===== src/rtl/riscv_pkg.sv =====
// Shared types and constants for the ID/EX stage: ALU opcodes, default widths
// and the packed EX-stage control bundle.
package riscv_pkg;

    localparam int WIDTH_DEF = 32;
    localparam int REGW_DEF  = 5;

    localparam logic [3:0] ALU_ADD  = 4'b0000;
    localparam logic [3:0] ALU_SUB  = 4'b0001;
    localparam logic [3:0] ALU_AND  = 4'b0010;
    localparam logic [3:0] ALU_OR   = 4'b0011;
    localparam logic [3:0] ALU_XOR  = 4'b0100;
    localparam logic [3:0] ALU_SLT  = 4'b0101;
    localparam logic [3:0] ALU_SLTU = 4'b0110;
    localparam logic [3:0] ALU_SLL  = 4'b0111;
    localparam logic [3:0] ALU_SRA  = 4'b1000;
    localparam logic [3:0] ALU_SRL  = 4'b1001;

    typedef struct packed {
        logic       reg_write;
        logic       mem_read;
        logic       mem_write;
        logic       src_a_pc;
        logic       src_b_imm;
        logic [3:0] alu_ctrl;
    } ex_ctrl_t;

    localparam ex_ctrl_t BUBBLE = '{
        reg_write: 1'b0,
        mem_read:  1'b0,
        mem_write: 1'b0,
        src_a_pc:  1'b0,
        src_b_imm: 1'b0,
        alu_ctrl:  ALU_ADD
    };

endpackage


===== src/rtl/fwd_unit.sv =====
// Per-operand forwarding select: EX/MEM result beats MEM/WB value beats the
// register-file read captured in ID/EX; x0 is never forwarded.
module fwd_unit #(
    parameter int WIDTH = 32,
    parameter int REGW  = 5
) (
    input  logic [REGW-1:0]  rs,
    input  logic [WIDTH-1:0] rs_data,
    input  logic [REGW-1:0]  mem_rd,
    input  logic             mem_reg_write,
    input  logic [WIDTH-1:0] mem_fwd_data,
    input  logic [REGW-1:0]  wb_rd,
    input  logic             wb_reg_write,
    input  logic [WIDTH-1:0] wb_data,
    output logic [WIDTH-1:0] fwd_data
);

    // Priority select between the two bypass sources and the stored operand
    always_comb begin
        fwd_data = rs_data;
        if (mem_reg_write && (mem_rd != {REGW{1'b0}}) && (mem_rd == rs)) begin
            fwd_data = mem_fwd_data;
        end else if (wb_reg_write && (wb_rd != {REGW{1'b0}}) && (wb_rd == rs)) begin
            fwd_data = wb_data;
        end else begin
            fwd_data = rs_data;
        end
    end

endmodule


===== src/rtl/id_ex_stage.sv =====
// ID/EX pipeline register with load-use bubble insertion, hold/flush control
// and forwarded operand selection for the ALU.
module id_ex_stage
    import riscv_pkg::*;
#(
    parameter int WIDTH = WIDTH_DEF,
    parameter int REGW  = REGW_DEF
) (
    input  logic             clk,
    input  logic             reset,
    input  logic             hold,
    input  logic             flush,
    input  logic             id_valid,
    input  logic [WIDTH-1:0] id_pc,
    input  logic [WIDTH-1:0] id_rs1_data,
    input  logic [WIDTH-1:0] id_rs2_data,
    input  logic [WIDTH-1:0] id_imm,
    input  logic [REGW-1:0]  id_rs1,
    input  logic [REGW-1:0]  id_rs2,
    input  logic [REGW-1:0]  id_rd,
    input  logic [3:0]       id_alu_ctrl,
    input  logic             id_src_a_pc,
    input  logic             id_src_b_imm,
    input  logic             id_reg_write,
    input  logic             id_mem_read,
    input  logic             id_mem_write,
    input  logic [REGW-1:0]  mem_rd,
    input  logic             mem_reg_write,
    input  logic [WIDTH-1:0] mem_fwd_data,
    input  logic [REGW-1:0]  wb_rd,
    input  logic             wb_reg_write,
    input  logic [WIDTH-1:0] wb_data,
    output logic             load_use_stall,
    output logic             ex_valid,
    output logic [WIDTH-1:0] alu_a,
    output logic [WIDTH-1:0] alu_b,
    output logic [3:0]       alu_ctrl,
    output logic [WIDTH-1:0] ex_store_data,
    output logic [WIDTH-1:0] ex_pc,
    output logic [REGW-1:0]  ex_rd,
    output logic             ex_reg_write,
    output logic             ex_mem_read,
    output logic             ex_mem_write
);

    logic             valid_q,    valid_d;
    ex_ctrl_t         ctrl_q,     ctrl_d;
    logic [WIDTH-1:0] pc_q,       pc_d;
    logic [WIDTH-1:0] rs1_data_q, rs1_data_d;
    logic [WIDTH-1:0] rs2_data_q, rs2_data_d;
    logic [WIDTH-1:0] imm_q,      imm_d;
    logic [REGW-1:0]  rs1_q,      rs1_d;
    logic [REGW-1:0]  rs2_q,      rs2_d;
    logic [REGW-1:0]  rd_q,       rd_d;

    logic             lu_hit_s;
    logic [WIDTH-1:0] fwd_rs1_s;
    logic [WIDTH-1:0] fwd_rs2_s;

    // Load in EX whose destination is read by the instruction in ID
    always_comb begin
        lu_hit_s = 1'b0;
        if (valid_q && ctrl_q.mem_read && (rd_q != {REGW{1'b0}}) && id_valid &&
            ((id_rs1 == rd_q) || (id_rs2 == rd_q)) && !flush && !hold) begin
            lu_hit_s = 1'b1;
        end else begin
            lu_hit_s = 1'b0;
        end
    end

    // Next-state: hold freezes, flush/load-use insert a bubble, else capture
    always_comb begin
        valid_d    = valid_q;
        ctrl_d     = ctrl_q;
        pc_d       = pc_q;
        rs1_data_d = rs1_data_q;
        rs2_data_d = rs2_data_q;
        imm_d      = imm_q;
        rs1_d      = rs1_q;
        rs2_d      = rs2_q;
        rd_d       = rd_q;
        if (hold) begin
            valid_d = valid_q;
        end else if (flush || lu_hit_s) begin
            valid_d    = 1'b0;
            ctrl_d     = BUBBLE;
            pc_d       = {WIDTH{1'b0}};
            rs1_data_d = {WIDTH{1'b0}};
            rs2_data_d = {WIDTH{1'b0}};
            imm_d      = {WIDTH{1'b0}};
            rs1_d      = {REGW{1'b0}};
            rs2_d      = {REGW{1'b0}};
            rd_d       = {REGW{1'b0}};
        end else begin
            valid_d            = id_valid;
            ctrl_d.reg_write   = id_reg_write & id_valid;
            ctrl_d.mem_read    = id_mem_read & id_valid;
            ctrl_d.mem_write   = id_mem_write & id_valid;
            ctrl_d.src_a_pc    = id_src_a_pc;
            ctrl_d.src_b_imm   = id_src_b_imm;
            ctrl_d.alu_ctrl    = id_alu_ctrl;
            pc_d               = id_pc;
            rs1_data_d         = id_rs1_data;
            rs2_data_d         = id_rs2_data;
            imm_d              = id_imm;
            rs1_d              = id_rs1;
            rs2_d              = id_rs2;
            rd_d               = id_rd;
        end
    end

    // Pipeline register with synchronous reset
    always_ff @(posedge clk) begin
        if (reset) begin
            valid_q    <= 1'b0;
            ctrl_q     <= BUBBLE;
            pc_q       <= {WIDTH{1'b0}};
            rs1_data_q <= {WIDTH{1'b0}};
            rs2_data_q <= {WIDTH{1'b0}};
            imm_q      <= {WIDTH{1'b0}};
            rs1_q      <= {REGW{1'b0}};
            rs2_q      <= {REGW{1'b0}};
            rd_q       <= {REGW{1'b0}};
        end else begin
            valid_q    <= valid_d;
            ctrl_q     <= ctrl_d;
            pc_q       <= pc_d;
            rs1_data_q <= rs1_data_d;
            rs2_data_q <= rs2_data_d;
            imm_q      <= imm_d;
            rs1_q      <= rs1_d;
            rs2_q      <= rs2_d;
            rd_q       <= rd_d;
        end
    end

    fwd_unit #(.WIDTH(WIDTH), .REGW(REGW)) u_fwd_rs1 (
        .rs            (rs1_q),
        .rs_data       (rs1_data_q),
        .mem_rd        (mem_rd),
        .mem_reg_write (mem_reg_write),
        .mem_fwd_data  (mem_fwd_data),
        .wb_rd         (wb_rd),
        .wb_reg_write  (wb_reg_write),
        .wb_data       (wb_data),
        .fwd_data      (fwd_rs1_s)
    );

    fwd_unit #(.WIDTH(WIDTH), .REGW(REGW)) u_fwd_rs2 (
        .rs            (rs2_q),
        .rs_data       (rs2_data_q),
        .mem_rd        (mem_rd),
        .mem_reg_write (mem_reg_write),
        .mem_fwd_data  (mem_fwd_data),
        .wb_rd         (wb_rd),
        .wb_reg_write  (wb_reg_write),
        .wb_data       (wb_data),
        .fwd_data      (fwd_rs2_s)
    );

    assign load_use_stall = lu_hit_s;
    assign ex_valid       = valid_q;
    assign alu_a          = ctrl_q.src_a_pc  ? pc_q  : fwd_rs1_s;
    assign alu_b          = ctrl_q.src_b_imm ? imm_q : fwd_rs2_s;
    assign alu_ctrl       = ctrl_q.alu_ctrl;
    assign ex_store_data  = fwd_rs2_s;
    assign ex_pc          = pc_q;
    assign ex_rd          = rd_q;
    assign ex_reg_write   = ctrl_q.reg_write;
    assign ex_mem_read    = ctrl_q.mem_read;
    assign ex_mem_write   = ctrl_q.mem_write;

endmodule


===== config.mk =====
export PLATFORM = sky130hd
export DESIGN_NAME = id_ex_stage
export DESIGN_NICKNAME = d
export VERILOG_FILES = /design/src/rtl/riscv_pkg.sv /design/src/rtl/fwd_unit.sv /design/src/rtl/id_ex_stage.sv
export SDC_FILE = /design/constraint.sdc
export NUM_CORES = 1
export LEC_CHECK = 0
export CAP_MARGIN = 30
export CORE_UTILIZATION = 35
export DETAILED_ROUTE_END_ITERATION = 6
export PLACE_DENSITY = 0.66
export SLEW_MARGIN = 20
export SYNTH_ARGS = -nofsm -noshare
export SYNTH_HDL_FRONTEND = slang
export SYNTH_HIERARCHICAL = 1
export SYNTH_SLANG_ARGS = --single-unit

===== constraint.sdc =====
create_clock -name clk -period 2.04 [get_ports clk]
set_input_delay 0.204 -clock clk [delete_from_list [all_inputs] [get_ports clk]]
set_output_delay 0.204 -clock clk [all_outputs]
set_load 0.03 [all_outputs]

==> flow_summary.json <==
{
  "outcome": "finished, violations left",
  "failed_checks": "setup timing",
  "grt_setup_unrepaired": "yes",
  "antenna_violating_nets_post_route": 0,
  "cp_num_buf_inv": 4,
  "r2r_slack_ns": 0.13,
  "layout-drive-gt1-share_pct": 41.2,
  "synthCells": 1160,
  "cts_inserted_buffers": 17,
  "aggregate_routed_wire_length_um": 48800,
  "syn-mean-instance-area_um2": 8.41,
  "critical-path-slowest-cell": "or3_4",
  "fin_ws_ns": -0.678,
  "max-cap-violations": 0,
  "largest_driver_fanout_on_the_critical_path": 12,
  "netlist.top_cell.by_area": "dfxtp_1",
  "p_int_mw": 6.43,
  "drcViolationCount": 0,
  "gp_congestion": 0.859,
  "critical_path.top_delay_family": "simple AND/OR/NAND/NOR gates",
  "detailroute.wirelength.met2_um": 24300,
  "route.layer.met1.wl_um": 19000,
  "area_growth_pct": 93.8,
  "startpoint_type": "flip-flop",
  "holdCritPathClass": "in -> reg",
  "path_common_cell": "buf_6",
  "first_global_vias": 11336,
  "leak_pwr_nw": 6.24,
  "synth.top_cell.area_share_pct": 31.4,
  "antenna_violations_before_repair": 5,
  "clkSinkCount": 153,
  "net-switching-power_mw": 3.46,
  "cts_tree": "built",
  "initialDrtViolationCount": 834,
  "htreeDepth": 4,
  "power.ir.vdd_worst_v": 0.000484,
  "worst-endpoint-required_ns": 1.84,
  "min-delay-start": "reset",
  "p_per_area_nw_per_um2": 523,
  "finalCriticalPeriod_ns": 2.72,
  "buffer_ports.inserted": 374,
  "setup.worst_path.end_class": "primary output",
  "yosysWarningCount": 6,
  "synthesis.area_um2": 9750,
  "max_freq_mhz": 368,
  "slew_headroom_pct": 32.7,
  "routed_via_density": 6.04,
  "synth_async_sr_flop_share_pct": 0,
  "crit_reg_reg_startpoint": "ex_rd[1]",
  "dr_total_vias": 11827,
  "io_pins": 375,
  "die_y_um": 169,
  "worstSetupPathType": "reg -> out",
  "main_area_contributors_after_synthesis": "dfxtp_1, nand3b_1, o22ai_2, mux2_2, nand2_1",
  "design.final.nets": 1801,
  "ys_types": 32,
  "overflow": 0,
  "tns_ns": -53.74,
  "cp.arrival_ns": 2.51,
  "largest_net_degree_at_the_start_of_global_routing": 164,
  "floorplan.rows": 60,
  "slew_viol_final": 0,
  "worstHoldPathCells": 2,
  "initial_standard_cell_utilization_of_the_core_pct": 35.9,
  "worst_slew_pin_slew_ns": 1.01,
  "worst_r2r_endpoint": "imm_q[17]",
  "min_to": "ex_pc[10]",
  "met3_wirelength_um": 3450,
  "wl_per_cell_um": 24.9,
  "core_region_area_um2": 27200,
  "worst_path_largest_cell_delay_ns": 0.42,
  "synth_edf_count": 0,
  "syn-num-nets": 1393,
  "synth_most_common_cell": "nand2_1",
  "top_signal_layer_used": "met5",
  "synth-seq-area-share_pct": 31.4,
  "timing.critical_path.cells": "buf_6 -> xnor2_2 -> nand3_2 -> or3_4 -> buf_12 -> a31oi_4 -> buf_4 -> mux2_2 -> buf_6",
  "grt_first_pass_wirelength_um": 69200,
  "fin_worst_skew_ns": 0.0103,
  "chipWidth_um": 169,
  "comb_power_share_pct": 33.3,
  "clock-root-buffer": "clkbuf_16",
  "finalHoldViolCount": 0,
  "postSynthRegisterBits": 153,
  "power.share.switching_pct": 35.0,
  "die_area_um2": 28500,
  "total_global_routing_track_utilization_pct": 31.7,
  "rr_worst_depth": 9,
  "path_clk_slew_ns": 0.07,
  "timing.final.crit_share_pct": 133,
  "synth-main-ff-cell": "dfxtp_1",
  "clock_path_buffers": 2,
  "seq_power_share_pct": 32.5,
  "drt_pre_antenna_iters": 5,
  "dp.final_hpwl_um": 30800,
  "clock_insertion_delay_worst_skew_ns": 0.44,
  "ys_top_cells_by_count": "nand2_1, dfxtp_1, nand3b_1",
  "timing.hold.ws_ns": 0.209,
  "clock_power_share_pct": 34.2,
  "setup_violations": 97
}
-- registers in the layout, summed over array words and instances (netlist names), 4 cells and up --
signal	cells
ex_pc	32
imm_q	32
rs1_data_q	32
rs2_data_q	32
ex_rd	5
rs1_q	5
rs2_q	5
alu_ctrl	4
-- stage by stage --
stage                     utilization (%)  instance area [um2]  setup slack, ns  total power [mW]  instances
after global routing                 69.5                18900           -0.723              10.2       1955
after CTS                            65.1                17700           -0.618              9.54       1935
after detailed placement             56.0                15200           -0.783              5.78       1888
final                                69.5                18900           -0.678              9.89       1957
after global placement               56.0                15200           -0.787              5.76       1888
after floorplan                         -                10400          -0.0484              4.48       1160
-- logic make-up (layout without fill, tap and decap cells) --
group,after synthesis,count (layout),synth area share [%]
flops,153,153,31.4
simple gates,468,468,27.8
xor+xnor,26,26,2.34
other cells,0,4,0
compound gates,289,289,23.5
mux,64,64,7.39
buf+inv,160,581,7.58
-- cells in the final DEF, fill, tap and decap left out, drive strengths merged, types with 2 or more instances in the layout --
master           n
diode            4
dlymetal6s2s     4
buf            265
or2              2
bufbuf           2
nand3            6
clkinv           3
or4              3
o22ai          153
o31ai           64
o21a             2
clkinvlp         3
xor2             6
nand4           64
a21oi            3
a31oi           64
clkbuf          24
o21ai            2
xnor2           20
nand3b         152
nor4            66
nor3             2
or3              2
nand2          159
dlygate4sd2      4
and2             5
nor2             4
mux2            64
inv              8
dfxtp          153
and3             2
clkdlybuf4s50  267
-- power groups by stage --
stage / combinational, mW / clock [mW] / sequential (mW)
after floorplan: 1.19 / 0 / 3.29
after global placement: 2.51 / 0 / 3.25
after detailed placement: 2.52 / 0 / 3.25
after CTS: 2.95 / 3.39 / 3.20
after global routing: 3.41 / 3.52 / 3.23
final: 3.29 / 3.38 / 3.21
-- layer usage --
layer / up-vias / track usage, %
li1: 5283 / -
met2: 552 / 56.9
met3: 123 / 5.85
met4: 4 / 10.8
met5: - / 0
met1: 5865 / 37.7
-- cell type report --
class	instances	area (um2)
clock buffer	17	425
tap	372	465
multi-input combinational	847	8610
clock inverter	15	181
sequential	153	3090
fill	2027	8280
antenna	4	10.0
timing repair buffer	549	6110
-- worst max-delay path by stage --
stage          startpoint        end  slack (ns)  depth (start not counted)
2_1_floorplan    rs2_q[4]  alu_b[10]       -0.05                          6
3_3_place_gp    mem_rd[3]   alu_a[5]       -0.79                         10
3_5_place_dp    mem_rd[2]   alu_a[5]       -0.78                         10
4_1_cts          rs1_q[2]  alu_a[18]       -0.62                          9
5_1_grt          rs1_q[3]  alu_a[29]       -0.72                          9
6_report         rs1_q[3]   alu_a[5]       -0.68                          9
-- repair_timing --
| action | 4_1_cts | 5_1_grt |
|---|---|---|
| pin swaps | 29 | 40 |
| resized for setup | 267 | 170 |
| cloned | 8 | 9 |
| buffers inserted | 7 | 9 |
| setup endpoints to repair | 97 | 97 |
| hold buffers | 0 | 0 |
Power figures use the tool's default switching activity.
